`src/rtl/hmmm_core_if.sv`:
```
`default_nettype none
// ============================================================================
// Module      : hmmm_core_if
// Description : Unified instruction/data memory port of the HMMM core.
//               The core drives request, direction, address and store data;
//               the memory returns read data and a ready strobe that
//               completes the current request.
// Revision    : 1.0 - initial release
// ============================================================================
interface hmmm_core_if #(
    parameter int DATA_W = 8,
    parameter int NREGS  = 8
);
    localparam int RA_W    = $clog2(NREGS);
    localparam int INSTR_W = 4 + RA_W + DATA_W;

    logic                mem_req;
    logic                mem_we;
    logic [DATA_W-1:0]   mem_adr;
    logic [DATA_W-1:0]   mem_wdata;
    logic [INSTR_W-1:0]  mem_rdata;
    logic                mem_ready;

    // Core side: issues requests, consumes read data and ready
    modport master (
        output mem_req,
        output mem_we,
        output mem_adr,
        output mem_wdata,
        input  mem_rdata,
        input  mem_ready
    );

    // Memory side: serves requests
    modport slave (
        input  mem_req,
        input  mem_we,
        input  mem_adr,
        input  mem_wdata,
        output mem_rdata,
        output mem_ready
    );
endinterface
`default_nettype wire

```
`src/rtl/hmmm_core.sv`:
```
`default_nettype none
// ============================================================================
// Module      : hmmm_core
// Description : Parametrised multi-cycle HMMM processor. One clock, FETCH /
//               EXEC / MEM / HALT sequencing over a single unified memory
//               port with a ready-based stall handshake. Retire strobe
//               instr_done pulses in the last cycle of every instruction.
//               Optional feature macro: HMMM_CORE_R0_ZERO_EN
//                 defined   -> register 0 reads as zero, writes discarded
//                 undefined -> register 0 is an ordinary register
// Revision    : 1.0 - initial release
// ============================================================================
module hmmm_core #(
    parameter int DATA_W = 8,
    parameter int NREGS  = 8
) (
    input  wire          clk,
    input  wire          reset_n,
    hmmm_core_if.master  mem,
    output logic         halted,
    output logic         instr_done
);

    localparam int RA_W    = $clog2(NREGS);
    localparam int INSTR_W = 4 + RA_W + DATA_W;

    localparam logic [DATA_W-1:0] c_one = {{(DATA_W-1){1'b0}}, 1'b1};

    // Opcodes (upper four instruction bits)
    localparam logic [3:0] c_op_halt   = 4'b0000;
    localparam logic [3:0] c_op_setn   = 4'b0001;
    localparam logic [3:0] c_op_storer = 4'b0010;
    localparam logic [3:0] c_op_loadr  = 4'b0011;
    localparam logic [3:0] c_op_copy   = 4'b0100;
    localparam logic [3:0] c_op_neg    = 4'b0101;
    localparam logic [3:0] c_op_add    = 4'b0110;
    localparam logic [3:0] c_op_sub    = 4'b0111;
    localparam logic [3:0] c_op_jeqzn  = 4'b1000;
    localparam logic [3:0] c_op_jneqzn = 4'b1001;
    localparam logic [3:0] c_op_jgtzn  = 4'b1010;
    localparam logic [3:0] c_op_jltzn  = 4'b1011;

    // Reject parameter sets the instruction format cannot encode
    generate
        if ((DATA_W < 4) || (NREGS < 2) || ((1 << RA_W) != NREGS) ||
            (DATA_W < 2 * RA_W)) begin : g_param_check
            $error("hmmm_core: illegal DATA_W/NREGS combination");
        end
    endgenerate

    typedef enum logic [1:0] {
        S_FETCH = 2'd0,
        S_EXEC  = 2'd1,
        S_MEM   = 2'd2,
        S_HALT  = 2'd3
    } state_t;

    state_t              r_state;
    state_t              w_state_nxt;

    logic [DATA_W-1:0]   r_pc;
    logic [INSTR_W-1:0]  r_ir;
    logic [DATA_W-1:0]   r_regs [NREGS];

    // Instruction fields
    logic [3:0]          w_funct;
    logic [RA_W-1:0]     w_rd;
    logic [DATA_W-1:0]   w_imm;
    logic [RA_W-1:0]     w_ra;
    logic [RA_W-1:0]     w_rb;

    // Register read ports
    logic [DATA_W-1:0]   w_rd_val;
    logic [DATA_W-1:0]   w_ra_val;
    logic [DATA_W-1:0]   w_rb_val;

    // Execute results
    logic                w_alu_we;
    logic [DATA_W-1:0]   w_alu_res;
    logic                w_taken;
    logic [DATA_W-1:0]   w_target;
    logic [DATA_W-1:0]   w_pc_inc;
    logic                w_is_halt;
    logic                w_is_mem;
    logic                w_is_load;
    logic                w_is_store;

    // Control from the FSM
    logic                w_req;
    logic                w_we;
    logic [DATA_W-1:0]   w_adr;
    logic [DATA_W-1:0]   w_wdata;
    logic                w_done;
    logic                w_ir_load;
    logic                w_pc_load;
    logic [DATA_W-1:0]   w_pc_nxt;
    logic                w_wr_en_raw;
    logic                w_wr_en;
    logic [DATA_W-1:0]   w_wr_data;

    assign w_funct = r_ir[INSTR_W-1 -: 4];
    assign w_rd    = r_ir[DATA_W +: RA_W];
    assign w_imm   = r_ir[DATA_W-1:0];
    assign w_ra    = w_imm[DATA_W-1 -: RA_W];
    assign w_rb    = w_imm[DATA_W-RA_W-1 -: RA_W];

    assign w_is_halt  = (w_funct == c_op_halt);
    assign w_is_store = (w_funct == c_op_storer);
    assign w_is_load  = (w_funct == c_op_loadr);
    assign w_is_mem   = w_is_store | w_is_load;

    // PC increment wraps naturally from all-ones to zero
    assign w_pc_inc = r_pc + c_one;

`ifdef HMMM_CORE_R0_ZERO_EN
    // Register 0 is hard-wired to zero: reads return 0, writes are dropped
    assign w_rd_val = (w_rd == '0) ? '0 : r_regs[w_rd];
    assign w_ra_val = (w_ra == '0) ? '0 : r_regs[w_ra];
    assign w_rb_val = (w_rb == '0) ? '0 : r_regs[w_rb];
    assign w_wr_en  = w_wr_en_raw & (w_rd != '0);
`else
    assign w_rd_val = r_regs[w_rd];
    assign w_ra_val = r_regs[w_ra];
    assign w_rb_val = r_regs[w_rb];
    assign w_wr_en  = w_wr_en_raw;
`endif

    // ALU: register-writing operations resolved in EXEC
    always_comb begin
        w_alu_we  = 1'b0;
        w_alu_res = '0;
        case (w_funct)
            c_op_setn: begin
                w_alu_we  = 1'b1;
                w_alu_res = w_imm;
            end
            c_op_copy: begin
                w_alu_we  = 1'b1;
                w_alu_res = w_rb_val;
            end
            c_op_neg: begin
                w_alu_we  = 1'b1;
                w_alu_res = '0 - w_rb_val;
            end
            c_op_add: begin
                w_alu_we  = 1'b1;
                w_alu_res = w_ra_val + w_rb_val;
            end
            c_op_sub: begin
                w_alu_we  = 1'b1;
                w_alu_res = w_ra_val - w_rb_val;
            end
            default: begin
                w_alu_we  = 1'b0;
                w_alu_res = '0;
            end
        endcase
    end

    // Branch resolution: condition is tested on R[rd], target is imm or R[rd]
    always_comb begin
        w_taken  = 1'b0;
        w_target = w_imm;
        case (w_funct)
            c_op_jeqzn:  w_taken = (w_rd_val == '0);
            c_op_jneqzn: w_taken = (w_rd_val != '0);
            c_op_jgtzn:  w_taken = ~w_rd_val[DATA_W-1] & (w_rd_val != '0);
            c_op_jltzn:  w_taken = w_rd_val[DATA_W-1];
            4'b1100, 4'b1101: w_taken = 1'b1;
            4'b1110, 4'b1111: begin
                w_taken  = 1'b1;
                w_target = w_rd_val;
            end
            default: w_taken = 1'b0;
        endcase
    end

    // State register
    always_ff @(posedge clk) begin
        if (!reset_n) begin
            r_state <= S_FETCH;
        end else begin
            r_state <= w_state_nxt;
        end
    end

    // Next-state logic and per-state control
    always_comb begin
        w_state_nxt = r_state;
        w_req       = 1'b0;
        w_we        = 1'b0;
        w_adr       = '0;
        w_wdata     = '0;
        w_done      = 1'b0;
        w_ir_load   = 1'b0;
        w_pc_load   = 1'b0;
        w_pc_nxt    = w_pc_inc;
        w_wr_en_raw = 1'b0;
        w_wr_data   = w_alu_res;
        case (r_state)
            S_FETCH: begin
                w_req = 1'b1;
                w_adr = r_pc;
                if (mem.mem_ready) begin
                    w_ir_load   = 1'b1;
                    w_state_nxt = S_EXEC;
                end
            end
            S_EXEC: begin
                if (w_is_halt) begin
                    w_done      = 1'b1;
                    w_state_nxt = S_HALT;
                end else if (w_is_mem) begin
                    w_state_nxt = S_MEM;
                end else begin
                    w_done      = 1'b1;
                    w_pc_load   = 1'b1;
                    w_wr_en_raw = w_alu_we;
                    if (w_taken) begin
                        w_pc_nxt = w_target;
                    end
                    w_state_nxt = S_FETCH;
                end
            end
            S_MEM: begin
                // Address and data come from registers that cannot change
                // until the access completes, so they hold across stalls
                w_req   = 1'b1;
                w_we    = w_is_store;
                w_adr   = w_rb_val;
                w_wdata = w_rd_val;
                if (mem.mem_ready) begin
                    w_done      = 1'b1;
                    w_pc_load   = 1'b1;
                    w_wr_en_raw = w_is_load;
                    w_wr_data   = mem.mem_rdata[DATA_W-1:0];
                    w_state_nxt = S_FETCH;
                end
            end
            S_HALT: begin
                w_state_nxt = S_HALT;
            end
            default: begin
                w_state_nxt = S_FETCH;
            end
        endcase
    end

    // PC and instruction register
    always_ff @(posedge clk) begin
        if (!reset_n) begin
            r_pc <= '0;
            r_ir <= '0;
        end else begin
            if (w_ir_load) begin
                r_ir <= mem.mem_rdata;
            end
            if (w_pc_load) begin
                r_pc <= w_pc_nxt;
            end
        end
    end

    // Register file: one write port, sources read before the write lands
    always_ff @(posedge clk) begin
        if (!reset_n) begin
            for (int i = 0; i < NREGS; i++) begin
                r_regs[i] <= '0;
            end
        end else if (w_wr_en) begin
            r_regs[w_rd] <= w_wr_data;
        end
    end

    // Outputs are forced quiet while reset is asserted, abandoning any request
    assign mem.mem_req   = reset_n & w_req;
    assign mem.mem_we    = reset_n & w_we;
    assign mem.mem_adr   = reset_n ? w_adr   : '0;
    assign mem.mem_wdata = reset_n ? w_wdata : '0;
    assign halted        = reset_n & (r_state == S_HALT);
    assign instr_done    = reset_n & w_done;

endmodule
`default_nettype wire

```
`src/flat_wrapper.sv`:
```
// flat-port wrapper written by rule: the top's interface ports become plain ports
module hmmm_core_flat 
#(
    parameter int DATA_W = 8,
    parameter int NREGS  = 8
)
  (clk, reset_n, halted, instr_done, mem_mem_req, mem_mem_we, mem_mem_adr, mem_mem_wdata, mem_mem_rdata, mem_mem_ready);
  hmmm_core_if #(.DATA_W(DATA_W), .NREGS(NREGS)) mem_i ();
  input  wire clk;
  input  wire reset_n;
  output logic halted;
  output logic instr_done;
  output wire logic [$bits(mem_i.mem_req)-1:0] mem_mem_req;
  output wire logic [$bits(mem_i.mem_we)-1:0] mem_mem_we;
  output wire logic [$bits(mem_i.mem_adr)-1:0] mem_mem_adr;
  output wire logic [$bits(mem_i.mem_wdata)-1:0] mem_mem_wdata;
  input wire logic [$bits(mem_i.mem_rdata)-1:0] mem_mem_rdata;
  input wire logic [$bits(mem_i.mem_ready)-1:0] mem_mem_ready;
  assign mem_mem_req = mem_i.mem_req;
  assign mem_mem_we = mem_i.mem_we;
  assign mem_mem_adr = mem_i.mem_adr;
  assign mem_mem_wdata = mem_i.mem_wdata;
  assign mem_i.mem_rdata = mem_mem_rdata;
  assign mem_i.mem_ready = mem_mem_ready;
  hmmm_core #(.DATA_W(DATA_W), .NREGS(NREGS)) u_core (.clk(clk), .reset_n(reset_n), .mem(mem_i), .halted(halted), .instr_done(instr_done));
endmodule
```
`config.mk`:
```
export PLATFORM = sky130hd
export DESIGN_NAME = hmmm_core_flat
export DESIGN_NICKNAME = d
export VERILOG_FILES = /design/src/rtl/hmmm_core_if.sv /design/src/rtl/hmmm_core.sv /design/src/flat_wrapper.sv
export SDC_FILE = /design/constraint.sdc
export NUM_CORES = 1
export LEC_CHECK = 0
export CAP_MARGIN = 30
export CELL_PAD_IN_SITES_DETAIL_PLACEMENT = 1
export CELL_PAD_IN_SITES_GLOBAL_PLACEMENT = 1
export CORE_ASPECT_RATIO = 0.7
export CORE_UTILIZATION = 35
export CTS_CLUSTER_DIAMETER = 100
export DETAILED_ROUTE_END_ITERATION = 16
export PLACE_DENSITY_LB_ADDON = 0.1
export SLEW_MARGIN = 20
export SYNTH_ARGS = -nofsm -noshare
export SYNTH_HDL_FRONTEND = slang
export SYNTH_SLANG_ARGS = --single-unit
export TNS_END_PERCENT = 30
```
`constraint.sdc`:
```
create_clock -name clk -period 4.85 [get_ports clk]
set_input_delay 0.485 -clock clk [delete_from_list [all_inputs] [get_ports clk]]
set_output_delay 0.485 -clock clk [all_outputs]
set_load 0.01 [all_outputs]
```
[Yosys cells after proc, flatten, opt, wreduce, memory -nomap -nowiden]
Memory sizes are Yosys's and may differ from the RTL's. A register that Yosys moved wholly into a read port is not among the register bits.
Cells that the tools add are included.
Word-level totals
  memories: 1
  flip-flop bits (word level): 25
  logic and storage cells: 90
  input port bits: 18
  memory bits (writable): 64
  output and inout port bits: 20
Memories
  u_core.r_regs: words 8, bits a word 8, rd ports 3, clocked after memory_dff 3, write ports 8, RTL line hmmm_core.sv:63  | logic [DATA_W-1:0] r_regs [NREGS];
Operators by class
  add/subtract/negate cells: 4
  mux-type cells: 45
  reduce and logical (&&, ||, !) cells: 10
  bitwise operators: 7
  equal/unequal tests: 20
Operators by type and width (number)
  8-bit two-way mux: 11
  8-bit case mux with 5 select lines: 1
  4-bit == test (second input constant): 8
  3-bit two-way mux: 7
  4-bit by 3-bit == test with 1-bit output (second input constant): 4
  1-bit two-way mux: 16
  8-bit case mux with 2 select lines: 1
  8-bit by 1-bit adder with 8-bit output (second input constant): 1
  8-bit adder: 1
  4-bit by 2-bit == test with 1-bit output (second input constant): 2
  8-bit logical NOT: 1
  2-bit two-way mux: 4
  2-bit case mux with 4 select lines: 1
  8-bit nonzero test: 1
  8-bit OR reduction: 1
  1-bit by 8-bit subtractor with 8-bit output (first input constant): 1
  8-bit subtractor: 1
  1-bit case mux with 2 select lines: 3
  1-bit AND: 5
  1-bit case mux with 5 select lines: 1
  5-bit OR reduction: 1
  2-bit == test (second input constant): 2
  4-bit by 1-bit == test with 1-bit output (second input constant): 1
  4-bit logical NOT: 1
  8 further kinds: 10

[Depth between registers and ports, before layout]
Gate-level depths: netlist of the first run.
  depth after elaboration: 11
  depth in mapped cells: 17
  depth with buffers taken out: 16

[Least setup slack after synthesis of the first run]
No wires, ideal clock.
  path kind: flip-flop to flip-flop
  start: register with a tool-made name
  end: memory u_core.r_regs[0][7], data pin
  data arrival time: 4.047 ns
  slack: 0.518 ns
  buffers on the path: 2
  data required time: 4.566 ns
  setup time: 0.284 ns
  period minus slack after synthesis: 4.332 ns
  stages on the path, launching flop included: 15
  cell sequence: dfxtp_1 -> clkbuf_1 -> clkbuf_1 -> mux4_2 -> mux2i_1 -> inv_1 -> ha_1 -> nor2b_1 -> o21ai_1 -> a21oi_1 -> a211o_1 -> o211a_1 -> xnor3_1 -> a222oi_1 -> nor2_1
RTL lines (RTL line)
  end, declared: hmmm_core.sv:63

==> results of run 1 <==
-- per-stage QoR --
| stage | setup slack (ps) | instance area, µm² | hold slack [ps] | std cells |
|---|---|---|---|---|
| floorplan | 518 | 6140 | 449 | 581 |
| global placement | 607 | 6900 | 482 | 851 |
| detailed placement | 442 | 6940 | 480 | 853 |
| CTS | 426 | 7240 | 491 | 869 |
| global route | 175 | 7240 | 526 | 869 |
| finish | 453 | 7240 | 491 | 869 |
-- tightest hold or removal path, cell delays in order, from the launching register on --
cell,delay [ps]
dfxtp_1,320
nand2_1,60
a21oi_1,70
-- layout make-up --
type / count / area share
clock inverter: 5 / 0.00812
multi-input combinational: 444 / 0.464
tap: 231 / 0.0399
clock buffer: 11 / 0.0337
inverter: 9 / 0.00467
timing repair buffer: 71 / 0.0905
sequential: 98 / 0.359
-- logic make-up (layout without fill, tap and decap cells) --
family | count (synthesis) | in the layout | share of synthesized area
buffers and inverters | 39 | 96 | 0.0300
adders and majority gates | 14 | 14 | 0.0298
xor gates and xnor gates | 14 | 14 | 0.0222
DFF | 98 | 98 | 0.424
muxes | 76 | 76 | 0.225
and+or+nand+nor | 245 | 245 | 0.172
AOI/OAI and AO/OA | 95 | 95 | 0.0970
-- layer usage --
metal / vias up / routed length, µm
li1: 2258 / -
met1: 2617 / 10700
met2: 143 / 8960
met3: 13 / 1170
met4: 0 / 221
met5: - / 0
-- cell usage after synthesis (6+ instances only) --
cell	count	area, µm²
a21oi_1	35	175
o21ai_0	9	45.0
ha_1	13	163
nor3_1	6	30.0
xnor2_1	6	52.6
a22oi_1	10	75.1
nand2b_1	13	81.3
xor2_1	7	61.3
nand2_1	83	312
edfxtp_1	64	1920
nor2_1	103	387
mux4_2	48	1080
clkbuf_1	19	71.3
dfxtp_1	34	681
nand3_1	13	65.1
mux2i_1	21	210
o21ai_1	12	60.1
a31oi_1	7	43.8
-- path summary, 6_finish.rpt --
check	startpoint	to	slack [ps]	cells past startpoint
worst max register to register	flip-flop	u_core.r_regs[6][7]	450	14
worst max-delay path	flip-flop	u_core.r_regs[6][7]	450	14
worst min register to register	u_core.r_ir[8]	u_core.r_ir[8]	490	2
worst min-delay path	u_core.r_ir[8]	u_core.r_ir[8]	490	2
-- placed cells by master, fill, tap and decap left out, types with 6 or more instances in the layout --
cell               n
a21oi_1           35
a22oi_1           10
a31oi_1            7
buf_4             31
clkbuf_16          9
clkdlybuf4s50_1   37
dfxtp_1           34
edfxtp_1          64
ha_1              13
mux2i_1           21
mux4_2            48
nand2_1           83
nand2b_1          13
nand3_1           13
nor2_1           103
nor3_1             6
o21ai_0            9
o21ai_1           12
xnor2_1            6
xor2_1             7
-- sequential cells by signal, summed over array words and instances, names as in the netlist, named ones only --
signal / cells
u_core.r_pc: 8
u_core.r_regs: 64
u_core.r_state: 2
u_core.r_ir: 15
-- power breakdown --
part | internal [mW] | switching, mW
combinational | 0.272 | 0.324
clock | 0.420 | 0.348
sequential | 0.927 | 0.0694
total | 1.62 | 0.741
==> results.md, run 1 <==
- Status: completed
- CTS tree: built
- Number of primary I/O pins: 38
- Setup-failing EPs final: 0
- P per Cell Area: between 300 and 400 nW/µm²
- Static Leak: around 2.4 nW
- Setup Crit Path Kind: reg -> reg
- Final design utilization: 0.422
- GPL Wtd Cong: approximately 0.9
- Slowest-stage cell, CP: dfxtp_1
- Min cycle time layout: between 4000 and 5000 ps
- DIE AREA: 18,100 µm²
- Yosys reg bits: a little under 100
- Count of buffer and inverter cells on the critical path: 1
- Area Growth Syn to Fin: 18.0%
- Via count: around 5,000
- DP HPWL: 16.0 mm
- Die W: 160 µm
- Slew Limit Fails: 0
- Final nets: around 670
- Overflow after GRT: 0
- Number of buffers created by CTS: 9
- Resized cells post-CTS: 0
- Layout cells sized above 1: 0.179
- Clock Path Buffers: 2
- Drt drc: 0
- Worst slew margin relative to its limit: 0.412
- CTS Sinks: between 90 and 100
- First-pass DRT Iterations: 4
- Global-route wire length before repair: 32.6 mm
- Vias/cell: approximately 5.8
- Cells after synthesis: 581
- Post-synthesis cell area: approximately 6100 µm²
- Mapped Nets: 613
- N_diodes: 0
- Worst Path Required: about 5000 ps
- Async S/R FF share, synth: 0
- Clk_skew: around 7.5 ps
- CP delay by family, top: multiplexers
- Fin. Hold Viols: 0
- Worst slew pin tran: about 880 ps
- WL/cell: roughly 24 µm
- Fin crit share: 0.907
- First DRT Iteration DRCs: around 370
- Register area: between 2000 and 3000 µm²
- Number of port buffers: 37
- Most common cell on crit path: ha_1
- Max-Cap Viols: 0
- Initial Utilization: 0.358
- Fmax: about 230 MHz
- Unique cell type count in the Yosys netlist: 53
- Peak VDD IR: around 0.14 mV
- GRT Total Usage: 0.246
- ANT nets after route: 0
- CP Capture Type: flip-flop
- Yosys warning count: 0
- Hold Crit Class: reg -> reg
- Total power: ~2.4 mW
- Hold Buf Count CTS: 0
- Initial antenna violation count: 0
- Worst Path Arrival: around 4500 ps
- Crit-path max FO: 9
- Unrepaired setup endpoints after global routing: no
- M2 GR Usage: 0.357
- Core Box Area: 17,200 µm²
- Clk pin slew, worst setup/hold paths: 70 ps
- Setup_tns: 0 ps
- Routing usage on met3: 0.0499
- Clock Latency Late Sink: approximately 360 ps
- WL final: roughly 21 mm
- Prevailing post-synth register cell: edfxtp_1
- Vias in the first global route: 5,170
- H-tree Lvls: 3
- Mean area per synthesized cell: around 11 µm²
- Die Ht: 113 µm
- CP cell instances: mux4_2 -> mux2i_1 -> ha_1 -> and3_1 -> a31oi_1 -> xor2_1 -> ha_1 -> or3_1 -> a211o_1 -> o211a_1 -> xnor3_1 -> a222oi_1 -> buf_4 -> nor2_1
- Num rows: 40
- Startpoint types: flip-flop
- Worst path max stage delay: about 700 ps
- Busiest layer in global routing: met1
- Pin count of the biggest net entering global routing: 19
- Post-synthesis sequential area ratio: 0.424
- Post-synth EDFFs: 64
- FILL cells: 1,886
- Met1 usage: 0.377
- Clk root buf: clkbuf_16
- Post-CTS setup buffers: 0
- Area taken by multi-input logic gates: around 3400 µm²
No activity file was read; power rests on OpenSTA's default activity.
==> inputs of run 2 (changes only) <==
--- a/config.mk
+++ b/config.mk
@@ -9,6 +9,7 @@
 export CELL_PAD_IN_SITES_DETAIL_PLACEMENT = 1
 export CELL_PAD_IN_SITES_GLOBAL_PLACEMENT = 1
 export CORE_ASPECT_RATIO = 0.7
+export CORE_MARGIN = 3
 export CORE_UTILIZATION = 35
 export CTS_CLUSTER_DIAMETER = 100
 export DETAILED_ROUTE_END_ITERATION = 16
==> results.md, run 2 (synthesized netlist as in run 1, its figures left out) <==
- CTS tree: built
- Final nets: around 660
- Placed cell count: between 800 and 900
- Total power: between 2 and 2.5 mW
- GRT Total Usage: 0.232
- Status: completed
- Number of primary I/O pins: 38
- Setup WS post-layout: 452 ps
- CP cell instances: buf_4 -> mux4_2 -> mux2i_1 -> buf_4 -> and3_1 -> a31oi_1 -> xor2_1 -> ha_1 -> or3_1 -> a211o_1 -> o211a_1 -> xnor3_1 -> a222oi_1 -> buf_4 -> nor2_1
- Area taken by multi-input logic gates: between 3000 and 4000 µm²
- Largest reg by FF count: u_core.r_regs
- Clock power share: 0.336
- Slowest-stage cell, CP: mux4_2
- Worst min-delay path startpoint: u_core.r_ir[0]
- ANT nets after route: 0
- Startpoint types: flip-flop
- Placed cell area: ~6900 µm²
- DP HPWL: ~16 mm
- R2r setup slk: roughly 450 ps
- Post-CTS setup buffers: 0
- FILL cells: between 1,500 and 2,000
- Slew Limit Fails: 0
- CP delay by family, top: multiplexers
- Setup Crit Path Kind: reg -> reg
- Fmax: 227 MHz
- P per Cell Area: approximately 330 nW/µm²
- Levels on crit path: 15
- Most frequent cells in the layout: nor2_1 (103), nand2_1 (83), edfxtp_1 (64), mux4_2 (48), clkdlybuf4s50_1 (37)
- Global-route wire length before repair: between 30 and 40 mm
- Unrepaired setup endpoints after global routing: no
- Hold Buf Count CTS: 0
- Area Growth Syn to Fin: 17.2%
- N_diodes: 0
- Die W: around 160 µm
- Peak VDD IR: between 0.15 and 0.2 mV
- Most common cell on crit path: buf_4
- Hold Slack: between 400 and 500 ps
- Setup-failing EPs final: 0
- Sw Pwr: 0.751 mW
- Combinational share of power: 0.252
- Place WS: 517 ps
- Worst Path Arrival: 4510 ps
- H-tree Lvls: 3
- Clk pin slew, worst setup/hold paths: about 70 ps
- Clk_skew: between 9 and 10 ps
- Count of buffer and inverter cells on the critical path: 3
- Worst R2R End: u_core.r_regs[3][7]
- Clk root buf: clkbuf_16
- Design Area, Final: 7190 µm²
- First-pass DRT Iterations: 5
- Worst Path Required: 4960 ps
- Internal: approximately 1.6 mW
- CTS Sinks: just under 100
- Vias in the first global route: 5,280
- End of the worst hold path: u_core.r_ir[0]
- Max FFs per register: 64
- Via count: around 5,000
- Clock Latency Late Sink: roughly 360 ps
- Register area: around 2600 µm²
- Max-Cap Viols: 0
- Commonest non-fill, non-tap cell in the layout: nor2_1
- Vias/cell: about 5.8
- Initial Utilization: 0.367
- Crit-path max FO: 8
- Hold Crit Class: reg -> reg
- CP Capture Type: flip-flop
- Worst slew margin relative to its limit: 0.407
- Worst slew pin tran: 888 ps
- Regs by FF count: u_core.r_regs: 64 flops, u_core.r_ir: 15 flops, u_core.r_pc: 8 flops
- Fin crit share: 0.907
- DIE AREA: ~19,000 µm²
- Clock Path Buffers: 2
- GPL Wtd Cong: about 0.9
- Setup_tns: 0 ps
- Cell Count, Final, Fillers Out: 859
- WL final: 21.3 mm
- Drt drc: 0
- Number of buffers created by CTS: 9
- Fin. Hold Viols: 0
- Reg power frac: 0.412
- Worst path max stage delay: ~530 ps
- Initial antenna violation count: 0
- Static Leak: about 2.4 nW
- Switching share of power: 0.313
- Pin count of the biggest net entering global routing: 25
- Num rows: 39
- Number of port buffers: 37
- First DRT Iteration DRCs: around 550
- Layout cells sized above 1: 0.172
- Resized cells post-CTS: 0
- Hold depth: 2
- Reg2Reg Depth: 15
- Final design utilization: 0.430
- Min cycle time layout: 4400 ps
- Die Ht: about 120 µm
- WL/cell: ~25 µm
- Overflow after GRT: 0
- Core Box Area: about 17,000 µm²
[run 2: changes by cell type in the layout (fill, tap and decap cells not counted), sizes merged]
cell / change
clkinvlp: +2
buf: -4
clkbuf: -2
inv: -1
bufinv: +1
[run 2: layout make-up]
class	instances	share of cell area
clock buffers	9	0.0313
multi-input cells	444	0.466
well taps	225	0.0391
inverters	9	0.00470
flip-flops and latches	98	0.362
clock inverters	7	0.0137
repair buffers	67	0.0832
[run 2: worst register-to-register path, delay by kind of cell, from the launching register on]
kind	cells	cell delay [ps]
xor gates and xnor gates	2	530
buffers and inverters	3	720
muxes	2	770
adders and majority gates	1	220
and+or+nand+nor	3	650
DFF	1	520
AOI/OAI and AO/OA	4	750
[run 2: worst max path at each step]
stage,to,slack (ps)
after floorplan,u_core.r_regs[0][7],520
after global placement,u_core.r_regs[0][7],650
after detailed placement,u_core.r_regs[3][7],520
after CTS,u_core.r_regs[3][7],480
after global routing,u_core.r_regs[5][7],240
final,u_core.r_regs[3][7],450
[run 2: power by group through the flow]
stage          clock, mW  combinational [mW]  sequential [mW]
2_1_floorplan          0               0.432            0.966
5_1_grt            0.852               0.660            0.996
3_3_place_gp           0               0.577             1.01
6_report           0.805               0.606            0.989
4_1_cts            0.817               0.597            0.992
3_5_place_dp           0               0.590             1.01
[run 2: routing by layer]
metal  vias up  wire [µm]  track usage
li1       2245          -            -
met1      2536      10300        0.339
met2       189       9270        0.358
met3        19       1470       0.0489
met4         0        284       0.0518
met5         -          0            0
